**src/rtl/mem_stage_pkg.sv**
```systemverilog
// Shared processor definitions for the memory stage:
// FSM encoding, timeout default and the captured-op bundle.
package mem_stage_pkg;

    typedef enum logic [1:0] {
        IDLE = 2'd0,
        REQ  = 2'd1,
        WAIT = 2'd2
    } mem_state_e;

    localparam int MEM_TIMEOUT = 15;

    typedef struct packed {
        logic [15:0] alu;
        logic [15:0] srcb;
        logic        rd;
        logic        wr;
        logic        dmp;
        logic [1:0]  regsrc;
        logic [15:0] npc;
        logic [15:0] wb;
    } mem_op_t;

endpackage

```
**src/rtl/mem_stage_if.sv**
```systemverilog
// Data-memory request/response bus between the memory stage
// (master) and the data memory (slave).
interface mem_stage_if;

    logic [15:0] mem_addr;
    logic [15:0] mem_wdata;
    logic        mem_rd;
    logic        mem_wr;
    logic        mem_busy;
    logic        mem_done;
    logic [15:0] mem_rdata;

    modport master (
        output mem_addr, mem_wdata, mem_rd, mem_wr,
        input  mem_busy, mem_done, mem_rdata
    );

    modport slave (
        input  mem_addr, mem_wdata, mem_rd, mem_wr,
        output mem_busy, mem_done, mem_rdata
    );

endinterface

```
**src/rtl/mem_timer.sv**
```systemverilog
// 4-bit access timer: cleared on request entry, counts while busy,
// flags the cycle whose increment reaches TIMEOUT.
module mem_timer
    import mem_stage_pkg::*;
#(
    parameter int TIMEOUT = MEM_TIMEOUT
) (
    input  logic clk,
    input  logic rst,
    input  logic clear,
    input  logic enable,
    output logic expired
);

    localparam logic [3:0] LAST = 4'(TIMEOUT - 1);

    logic [3:0] count_q;

    always_ff @(posedge clk or negedge rst) begin
        if (!rst) begin
            count_q <= '0;
        end else if (clear) begin
            count_q <= '0;
        end else if (enable) begin
            count_q <= count_q + 4'd1;
        end
    end

    assign expired = enable & (count_q == LAST);

endmodule

```
**src/rtl/mem_stage.sv**
```systemverilog
// Memory pipeline stage: issues loads/stores to data memory,
// waits for completion with a timeout and retires to writeback.
module mem_stage
    import mem_stage_pkg::*;
#(
    parameter int TIMEOUT = MEM_TIMEOUT
) (
    input  logic        clk,
    input  logic        rst,
    input  logic        in_valid,
    input  logic [15:0] alu_in,
    input  logic [15:0] srcb_in,
    input  logic        memwrt_in,
    input  logic        memread_in,
    input  logic        dmp_in,
    input  logic [1:0]  regsrc_in,
    input  logic [15:0] next_PC_in,
    input  logic [15:0] wb_in,
    output logic        stall_up,
    input  logic        out_stall,
    output logic        out_valid,
    output logic [15:0] alu_out,
    output logic [15:0] mem_data_out,
    output logic [15:0] next_PC_out,
    output logic [15:0] wb_out,
    output logic [1:0]  regsrc_out,
    output logic        halt,
    output logic        err,
    mem_stage_if.master mem
);

    mem_state_e state_q, state_d;
    mem_op_t    op_q, op_in, ret_op;

    logic accept, is_mem, misalign, go_req;
    logic fast_ret, done_ret, tmo, mem_ret, retire;
    logic busy_st, expired;

    assign busy_st  = (state_q != IDLE);
    assign stall_up = busy_st | (out_valid & out_stall) | halt;
    assign accept   = in_valid & ~stall_up;
    assign is_mem   = memread_in | memwrt_in;
    assign misalign = is_mem & alu_in[0];
    assign go_req   = accept & is_mem & ~alu_in[0];
    assign fast_ret = accept & ~go_req;

    // Completion beats the timer when both land on the same cycle.
    assign done_ret = (state_q == WAIT) & mem.mem_done;
    assign tmo      = expired & ~done_ret;
    assign mem_ret  = done_ret | tmo;
    assign retire   = fast_ret | mem_ret;

    assign op_in = '{
        alu:    alu_in,
        srcb:   srcb_in,
        rd:     memread_in,
        wr:     memwrt_in,
        dmp:    dmp_in,
        regsrc: regsrc_in,
        npc:    next_PC_in,
        wb:     wb_in
    };

    assign ret_op = mem_ret ? op_q : op_in;

    mem_timer #(
        .TIMEOUT (TIMEOUT)
    ) u_timer (
        .clk     (clk),
        .rst     (rst),
        .clear   (go_req),
        .enable  (busy_st),
        .expired (expired)
    );

    always_ff @(posedge clk or negedge rst) begin
        if (!rst) state_q <= IDLE;
        else      state_q <= state_d;
    end

    always_comb begin
        state_d = state_q;
        unique case (state_q)
            IDLE: if (go_req) state_d = REQ;
            REQ: begin
                if (tmo)                state_d = IDLE;
                else if (!mem.mem_busy) state_d = WAIT;
            end
            WAIT: if (mem_ret) state_d = IDLE;
            default: state_d = IDLE;
        endcase
    end

    always_ff @(posedge clk or negedge rst) begin
        if (!rst) begin
            op_q <= '0;
        end else if (accept) begin
            op_q <= op_in;
        end
    end

    assign mem.mem_addr  = op_q.alu;
    assign mem.mem_wdata = op_q.srcb;
    assign mem.mem_rd    = (state_q == REQ) & op_q.rd;
    assign mem.mem_wr    = (state_q == REQ) & op_q.wr;

    always_ff @(posedge clk or negedge rst) begin
        if (!rst) begin
            out_valid    <= 1'b0;
            alu_out      <= '0;
            mem_data_out <= '0;
            next_PC_out  <= '0;
            wb_out       <= '0;
            regsrc_out   <= '0;
            halt         <= 1'b0;
            err          <= 1'b0;
        end else if (retire) begin
            out_valid   <= 1'b1;
            alu_out     <= ret_op.alu;
            next_PC_out <= ret_op.npc;
            wb_out      <= ret_op.wb;
            regsrc_out  <= ret_op.regsrc;
            halt        <= halt | ret_op.dmp;
            err         <= err | (fast_ret & misalign) | tmo;
            // Stores and non-memory ops leave load data untouched.
            if (tmo)
                mem_data_out <= '0;
            else if (mem_ret & op_q.rd)
                mem_data_out <= mem.mem_rdata;
        end else if (!out_stall) begin
            out_valid <= 1'b0;
        end
    end

endmodule

```
**src/flat_wrapper.sv**
```systemverilog
// flat-port wrapper written by rule: the top's interface ports become plain ports
module mem_stage_flat import mem_stage_pkg::*;
#(
    parameter int TIMEOUT = MEM_TIMEOUT
)
  (clk, rst, in_valid, alu_in, srcb_in, memwrt_in, memread_in, dmp_in, regsrc_in, next_PC_in, wb_in, stall_up, out_stall, out_valid, alu_out, mem_data_out, next_PC_out, wb_out, regsrc_out, halt, err, mem_mem_addr, mem_mem_wdata, mem_mem_rd, mem_mem_wr, mem_mem_busy, mem_mem_done, mem_mem_rdata);
  mem_stage_if mem_i ();
  input  logic clk;
  input  logic rst;
  input  logic in_valid;
  input  logic [15:0] alu_in;
  input  logic [15:0] srcb_in;
  input  logic memwrt_in;
  input  logic memread_in;
  input  logic dmp_in;
  input  logic [1:0] regsrc_in;
  input  logic [15:0] next_PC_in;
  input  logic [15:0] wb_in;
  output logic stall_up;
  input  logic out_stall;
  output logic out_valid;
  output logic [15:0] alu_out;
  output logic [15:0] mem_data_out;
  output logic [15:0] next_PC_out;
  output logic [15:0] wb_out;
  output logic [1:0] regsrc_out;
  output logic halt;
  output logic err;
  output wire logic [$bits(mem_i.mem_addr)-1:0] mem_mem_addr;
  output wire logic [$bits(mem_i.mem_wdata)-1:0] mem_mem_wdata;
  output wire logic [$bits(mem_i.mem_rd)-1:0] mem_mem_rd;
  output wire logic [$bits(mem_i.mem_wr)-1:0] mem_mem_wr;
  input wire logic [$bits(mem_i.mem_busy)-1:0] mem_mem_busy;
  input wire logic [$bits(mem_i.mem_done)-1:0] mem_mem_done;
  input wire logic [$bits(mem_i.mem_rdata)-1:0] mem_mem_rdata;
  assign mem_mem_addr = mem_i.mem_addr;
  assign mem_mem_wdata = mem_i.mem_wdata;
  assign mem_mem_rd = mem_i.mem_rd;
  assign mem_mem_wr = mem_i.mem_wr;
  assign mem_i.mem_busy = mem_mem_busy;
  assign mem_i.mem_done = mem_mem_done;
  assign mem_i.mem_rdata = mem_mem_rdata;
  mem_stage #(.TIMEOUT(TIMEOUT)) u_core (.clk(clk), .rst(rst), .in_valid(in_valid), .alu_in(alu_in), .srcb_in(srcb_in), .memwrt_in(memwrt_in), .memread_in(memread_in), .dmp_in(dmp_in), .regsrc_in(regsrc_in), .next_PC_in(next_PC_in), .wb_in(wb_in), .stall_up(stall_up), .out_stall(out_stall), .out_valid(out_valid), .alu_out(alu_out), .mem_data_out(mem_data_out), .next_PC_out(next_PC_out), .wb_out(wb_out), .regsrc_out(regsrc_out), .halt(halt), .err(err), .mem(mem_i));
endmodule
```
**config.mk**
```make
export PLATFORM = sky130hd
export DESIGN_NAME = mem_stage_flat
export DESIGN_NICKNAME = d
export VERILOG_FILES = /design/src/rtl/mem_stage_pkg.sv /design/src/rtl/mem_stage_if.sv /design/src/rtl/mem_timer.sv /design/src/rtl/mem_stage.sv /design/src/flat_wrapper.sv
export SDC_FILE = /design/constraint.sdc
export NUM_CORES = 1
export LEC_CHECK = 0
export ABC_AREA = 1
export CAP_MARGIN = 20
export CORE_ASPECT_RATIO = 1.2
export CORE_MARGIN = 3
export CORE_UTILIZATION = 40
export CTS_CLUSTER_DIAMETER = 30
export DETAILED_ROUTE_END_ITERATION = 8
export HOLD_SLACK_MARGIN = 0.1
export PLACE_DENSITY_LB_ADDON = 0.1
export SKIP_CTS_REPAIR_TIMING = 1
export SLEW_MARGIN = 20
export SYNTH_ARGS = -nofsm -noshare
export SYNTH_HDL_FRONTEND = slang
export SYNTH_SLANG_ARGS = --single-unit
```
**constraint.sdc**
```tcl
create_clock -name clk -period 1.4 [get_ports clk]
set_input_delay 0.21 -clock clk [delete_from_list [all_inputs] [get_ports clk]]
set_output_delay 0.21 -clock clk [all_outputs]
set_load 0.02 [all_outputs]
```
# Yosys cells after proc, flatten, opt, wreduce, memory -nomap -nowiden
# Cells that the tools add are included.
[op_classes]
n_addsub = 1
eq_ne = 7
muxes = 12
n_bitwise = 25
n_reduce_logical = 6
[op_table]
columns = ["op", "count"]
rows = [
  ["two-way mux 69 bit", 1],
  ["two-way mux 16 bit", 2],
  ["AND 1 bit", 13],
  ["two-way mux 2 bit", 4],
  ["two-way mux 4 bit", 2],
  ["OR 1 bit", 8],
  ["!= test 2 x 1 -> 1 bit, second input constant", 3],
  ["case mux 2 bit (3 select lines)", 1],
  ["nonzero test 2 bit", 3],
  ["adder 4 x 1 -> 4 bit, second input constant", 1],
  ["== test 4 bit, second input constant", 1],
  ["inverter 1 bit", 4],
  ["!= test 3 x 2 -> 1 bit, second input constant", 1],
  ["AND reduction 3 bit", 1],
  ["== test 2 x 1 -> 1 bit, second input constant", 1],
  ["== test 2 bit, second input constant", 1],
  ["zero test 2 bit", 1],
  ["two-way mux 1 bit", 2],
  ["AND reduction 2 bit", 1],
]
[word_totals]
ff_bits = 144
input_bits = 91
out_inout_bits = 104
word_cells = 69

# Longest topological paths before layout
[depth]
ltp_word = 12
depth_mapped = 10
mapped_depth_nobuf = 9

# Modules after synthesis
# A second synthesis with hierarchy kept.
[hier_totals]
hier_cells = 787
hier_area_um2 = 6523.8
[modules_own_cells]
columns = ["module", "instances", "cells_each", "area_per_inst_um2"]
rows = [
  ["mem_stage", 1, 760, 6302.3],
  ["mem_timer", 1, 27, 221.5],
]

# Worst setup path before layout
# Ideal clock, no wire load.
[synth_path]
path_type = "reg-to-reg"
startpoint = "register u_core.u_timer.count_q[0]"
endpoint = "register u_core.mem_data_out[10]"
setup_time_ps = 130
arrival_time_ps = 1361
setup_slack_ps = -91
path_stages_with_launch = 9
path_buffers = 1
period_less_slack_ps = 1491
path_cell_list = "dfrtp_1 inv_1 ha_1 nand3_1 nor2_1 nand2_1 buf_2 nand3_1 o21ai_0"
[synth_between]
elab_chain_cells = 7
word_cells_on_any_way = 9
classes_between = "1 x eq/ne; 1 x mux; 5 x bitwise; 2 x reduce/logical"
[synth_lines]
columns = ["element", "line", "rtl"]
rows = [
  ["start: declaration", "mem_timer.sv:17", "logic [3:0] count_q;"],
  ["start signal: assignment", "mem_timer.sv:25", "count_q <= count_q + 4'd1;"],
  ["== test 4 bit *", "mem_timer.sv:29", "assign expired = enable & (count_q == LAST);"],
  ["AND 1 bit *", "mem_timer.sv:29", ""],
  ["AND 1 bit *", "mem_stage.sv:49", "assign tmo = expired & ~done_ret;"],
  ["OR 1 bit", "mem_stage.sv:50", "assign mem_ret = done_ret | tmo;"],
  ["AND 1 bit", "mem_stage.sv:128", "else if (mem_ret & op_q.rd)"],
  ["nonzero test 2 bit (no source line)", "--", ""],
  ["AND reduction 2 bit (no source line)", "--", ""],
  ["end signal: assignment", "mem_stage.sv:129", "mem_data_out <= mem.mem_rdata;"],
  ["end: declaration", "mem_stage.sv:23", "output logic [15:0] mem_data_out,"],
]
# Mark *: on every way between the ends. The rest lies on a longest branch, timed or not.
# A chain may end at the register's enable or synchronous reset.

# Final worst setup path
[layout_path]
startpoint = "register u_core.u_timer.count_q[0]"
endpoint = "register u_core.next_PC_out[3]"
[layout_between]
elab_chain_cells = 5
word_cells_on_any_way = 6
classes_between = "1 x eq/ne; 1 x mux; 4 x bitwise"
[layout_lines]
columns = ["element", "line", "rtl"]
rows = [
  ["== test 4 bit *", "mem_timer.sv:29", ""],
  ["AND 1 bit *", "mem_timer.sv:29", ""],
  ["AND 1 bit *", "mem_stage.sv:49", ""],
  ["OR 1 bit *", "mem_stage.sv:50", ""],
  ["two-way mux 69 bit or OR 1 bit (tied branches)", "mem_stage.sv:64, mem_stage.sv:51", ""],
  ["end signal: assignment", "mem_stage.sv:120", "next_PC_out <= ret_op.npc;"],
  ["end: declaration", "mem_stage.sv:24", "output logic [15:0] next_PC_out,"],
]
# Marked as above.

==> summary.txt <==
Run status
  – Failing checks: negative setup slack
  – Run status: finished, violations left

Timing
  – Fin worst setup slack: -0.2877 ns
  – Worst-case headroom to the max-slew limit: 0.7883
  – Final setup violating endpoints: 138
  – Crit share post-route: 1.206
  – Post-Route Hold Slack: 0.2417 ns
  – RSZ-0062 raised after global routing: yes
  – Highest attainable clock frequency: 592.5 MHz
  – Worst clock skew on the final layout: 0.007454 ns
  – Worst Tran Pin Value: 0.3175 ns
  – Number of slew-limit violations in the final report: 0
  – Accumulated negative setup slack: -19.37 ns
  – Hold violation count in the final report: 0
  – Shortest period the worst path allows: 1.688 ns

Yosys
  – Number of nets produced by synthesis: 930
  – Number of synthesized register bits: 144
  – Syn. warnings: 0
  – Synth Area in Simple Gates: 0.3390
  – Multiplexer share of the synthesized area: 0
  – Proportion of synthesized chip area in sequential cells: 0.5478
  – Post-Syn Area: 6578 um2
  – Yosys cell types: 24
  – Compound-gate portion of the synthesized area: 0.02111
  – Synth Area in Adders: 0.003804
  – Synth Instances: 837
  – Xor/xnor cell area share of the yosys netlist: 0.001332
  – Dominant combinational cell family by area after synthesis: simple AND/OR/NAND/NOR gates
  – Post-Synthesis Mean Instance Area: 7.858 um2

Setup path
  – Start of the worst register-to-register path: u_core.u_timer.count_q[0]
  – Critical path peak fanout: 12
  – Crit path capture type: register
  – Startpoint type of the worst setup path: register
  – Reg-to-reg endpoint: u_core.next_PC_out[3]
  – Required time at the endpoint of the critical path: 1.70 ns
  – Path depth of the worst reg2reg path: 11
  – Setup slack of the most critical reg-to-reg path: -0.29 ns
  – Worst EP arrival: 1.99 ns
  – Kind of critical path: reg -> reg

Final layout
  – Net count reported at finish: 1134
  – Commonest cells after routing, fill and taps aside: 365 x sky130_fd_sc_hd__nand2_1, 142 x sky130_fd_sc_hd__dfrtp_1, 101 x sky130_fd_sc_hd__dlymetal6s2s_1, 89 x sky130_fd_sc_hd__clkdlybuf4s50_1, 80 x sky130_fd_sc_hd__nand2_2
  – Register area: 3606 um2
  – Growth of design area from synthesis to finish: 65.23%
  – Design area: 10870 um2
  – Share of post-route cells with drive strength above 1: 0.2369
  – Combined area of the multi-input logic cells: 2990 um2
  – Antenna diode count: 0
  – Filler Cells Inserted: 1303
  – Commonest non-fill, non-tap cell in the layout: sky130_fd_sc_hd__nand2_1

Job
  – Total of max-cap violations: 0

Floorplan
  – Core outline area: 15890 um2
  – Die Width: 123.1 um
  – Die outline height: 146.5 um
  – Number of rows in the core area: 50
  – DIE AREA: 18020 um2
  – Starting Density: 0.4139
  – Io pins: 195

Placed design
  – Placement Cell Area: 8855 um2
  – Post-DP HPWL: 11.69 mm
  – PortBufs: 194
  – Routability-driven placement congestion ratio: 0.7599
  – Pre-CTS setup slack: -0.2795 ns

CTS
  – H-tree depth: 4
  – Clock Pin Slew Worst Setup and Hold Paths: 0.06 ns
  – TritonCTS Buffers: 17
  – CTS max path bufs: 2
  – TritonCTS sink count: 144
  – Worst-skew pair later-pin latency: 0.42 ns
  – Cell chosen for the clock root: sky130_fd_sc_hd__clkbuf_16
  – Clock tree from TritonCTS: yes

Drt
  – Final Routed Wirelength: 20.49 mm
  – Detailed-router iteration count before antenna repair: 5
  – Avg WL per Cell: 16.27 um
  – Number of vias after detailed routing: 6060
  – Routed vias/inst: 4.813
  – Remaining antenna violation count: 0
  – DRT iter0 DRCs: 350
  – Number of remaining DRC errors: 0

Power
  – Max IR drop VDD: 0.7032 mV
  – Comb power frac: 0.054
  – Switching power as a share of total power: 0.2010
  – Pleak: 7.380 nW
  – Internal Pwr Total: 7.766 mW
  – Tot Pwr: 9.721 mW
  – Portion of total power attributed to sequential cells: 0.428
  – Pwr dens: 894.4 nW/um2
  – Share of total power in the clock network: 0.517
  – Switch Pwr: 1.954 mW

Hold path
  – Path type of the worst min-delay path: in -> async

GRT
  – Initial antenna violation count: 0
  – Wire length of the first global-routing pass: 28.37 mm
  – Total global routing overflow: 0
  – Largest net degree at the start of global routing: 48
  – Overall Global Routing Usage: 0.1988
  – Number of global-route vias before repair: 5560
## metal layers
metal	GRT usage	wire [um]
met3	0.06470	1456
met5	0	0
met4	0.05873	393
met1	0.2552	8406
met2	0.3201	10230
## worst max-delay path, cell delays in order (launching register included)
cell and delay (ns):
sky130_fd_sc_hd__dfrtp_1 0.39, sky130_fd_sc_hd__inv_2 0.09, sky130_fd_sc_hd__ha_4 0.13, sky130_fd_sc_hd__nand3_4 0.08
sky130_fd_sc_hd__buf_6 0.14, sky130_fd_sc_hd__nor2_4 0.12, sky130_fd_sc_hd__clkinv_4 0.12, sky130_fd_sc_hd__clkbuf_16 0.20
sky130_fd_sc_hd__nand3_1 0.09, sky130_fd_sc_hd__nand2_1 0.08, sky130_fd_sc_hd__nand2_1 0.07, sky130_fd_sc_hd__nand2_1 0.06
## cells in the mapped netlist
cell type                  number  area share
sky130_fd_sc_hd__a21oi_1        1     0.00076
sky130_fd_sc_hd__a21oi_2        1      0.0013
sky130_fd_sc_hd__buf_1          1     0.00057
sky130_fd_sc_hd__buf_2         22       0.017
sky130_fd_sc_hd__buf_4         37       0.042
sky130_fd_sc_hd__clkbuf_1      16      0.0091
sky130_fd_sc_hd__dfrtp_1      144        0.55
sky130_fd_sc_hd__ha_1           2      0.0038
sky130_fd_sc_hd__inv_1         30       0.017
sky130_fd_sc_hd__inv_2          2      0.0011
sky130_fd_sc_hd__nand2_1      467        0.27
sky130_fd_sc_hd__nand2_2        1     0.00095
sky130_fd_sc_hd__nand3_1       73       0.056
sky130_fd_sc_hd__nand3b_1       2      0.0023
sky130_fd_sc_hd__nand4_1        3      0.0029
sky130_fd_sc_hd__nand4_4        1      0.0032
sky130_fd_sc_hd__nor2_1         7      0.0040
sky130_fd_sc_hd__nor2_2         1     0.00095
sky130_fd_sc_hd__nor2_4         1      0.0017
sky130_fd_sc_hd__o21ai_0       20       0.015
sky130_fd_sc_hd__o21ai_2        2      0.0027
sky130_fd_sc_hd__o21bai_1       1      0.0011
sky130_fd_sc_hd__or2_2          1     0.00095
sky130_fd_sc_hd__xor2_1         1      0.0013
## area by class of cell
type	instances	area share
tap	208	0.02395
clock buffer	18	0.03949
timing repair buffer	261	0.2974
inverter	32	0.01243
sequential	144	0.3318
clock inverter	11	0.01980
multi-input combinational	585	0.2752
## metrics by stage
step	std cells	utilization
finish	1259	0.6839
global route	1259	0.6839
CTS	1231	0.5978
detailed placement	1202	0.5572
global placement	1202	0.5572
floorplan	837	-
## flip-flops by register name, summed over array words and instances (netlist names), 2 cells and up
register / flops
u_core.regsrc_out: 2
u_core.u_timer.count_q: 4
u_core.mem.mem_addr: 16
u_core.state_q: 2
u_core.mem_data_out: 16
u_core.op_q: 37
u_core.next_PC_out: 16
u_core.wb_out: 16
u_core.mem.mem_wdata: 16
u_core.alu_out: 16
## power groups by stage
stage	combinational, mW	clock [mW]	sequential (mW)
global route	0.582	5.32	4.16
floorplan	0.0769	0	4.24
finish	0.528	5.03	4.16
global placement	0.486	0	4.24
detailed placement	0.486	0	4.24
CTS	0.489	5.12	4.16
## cell families after synthesis
family / after synthesis
flip-flops: 144
buffers and inverters: 108
XOR/XNOR: 1
AO/OA/AOI/OAI: 25
AND/OR/NAND/NOR: 557
adder cells (fa/ha/maj): 2
## worst max path at each step
stage / start / end / depth (start not counted)
after CTS: u_core.state_q[0] / mem_mem_wr / 5
after floorplan: u_core.state_q[1] / u_core.op_q[10] / 6
final: u_core.u_timer.count_q[0] / u_core.next_PC_out[3] / 11
after global placement: out_stall / stall_up / 4
after detailed placement: out_stall / stall_up / 4
after global routing: u_core.u_timer.count_q[0] / u_core.next_PC_out[3] / 11
Power figures use the tool's default switching activity.
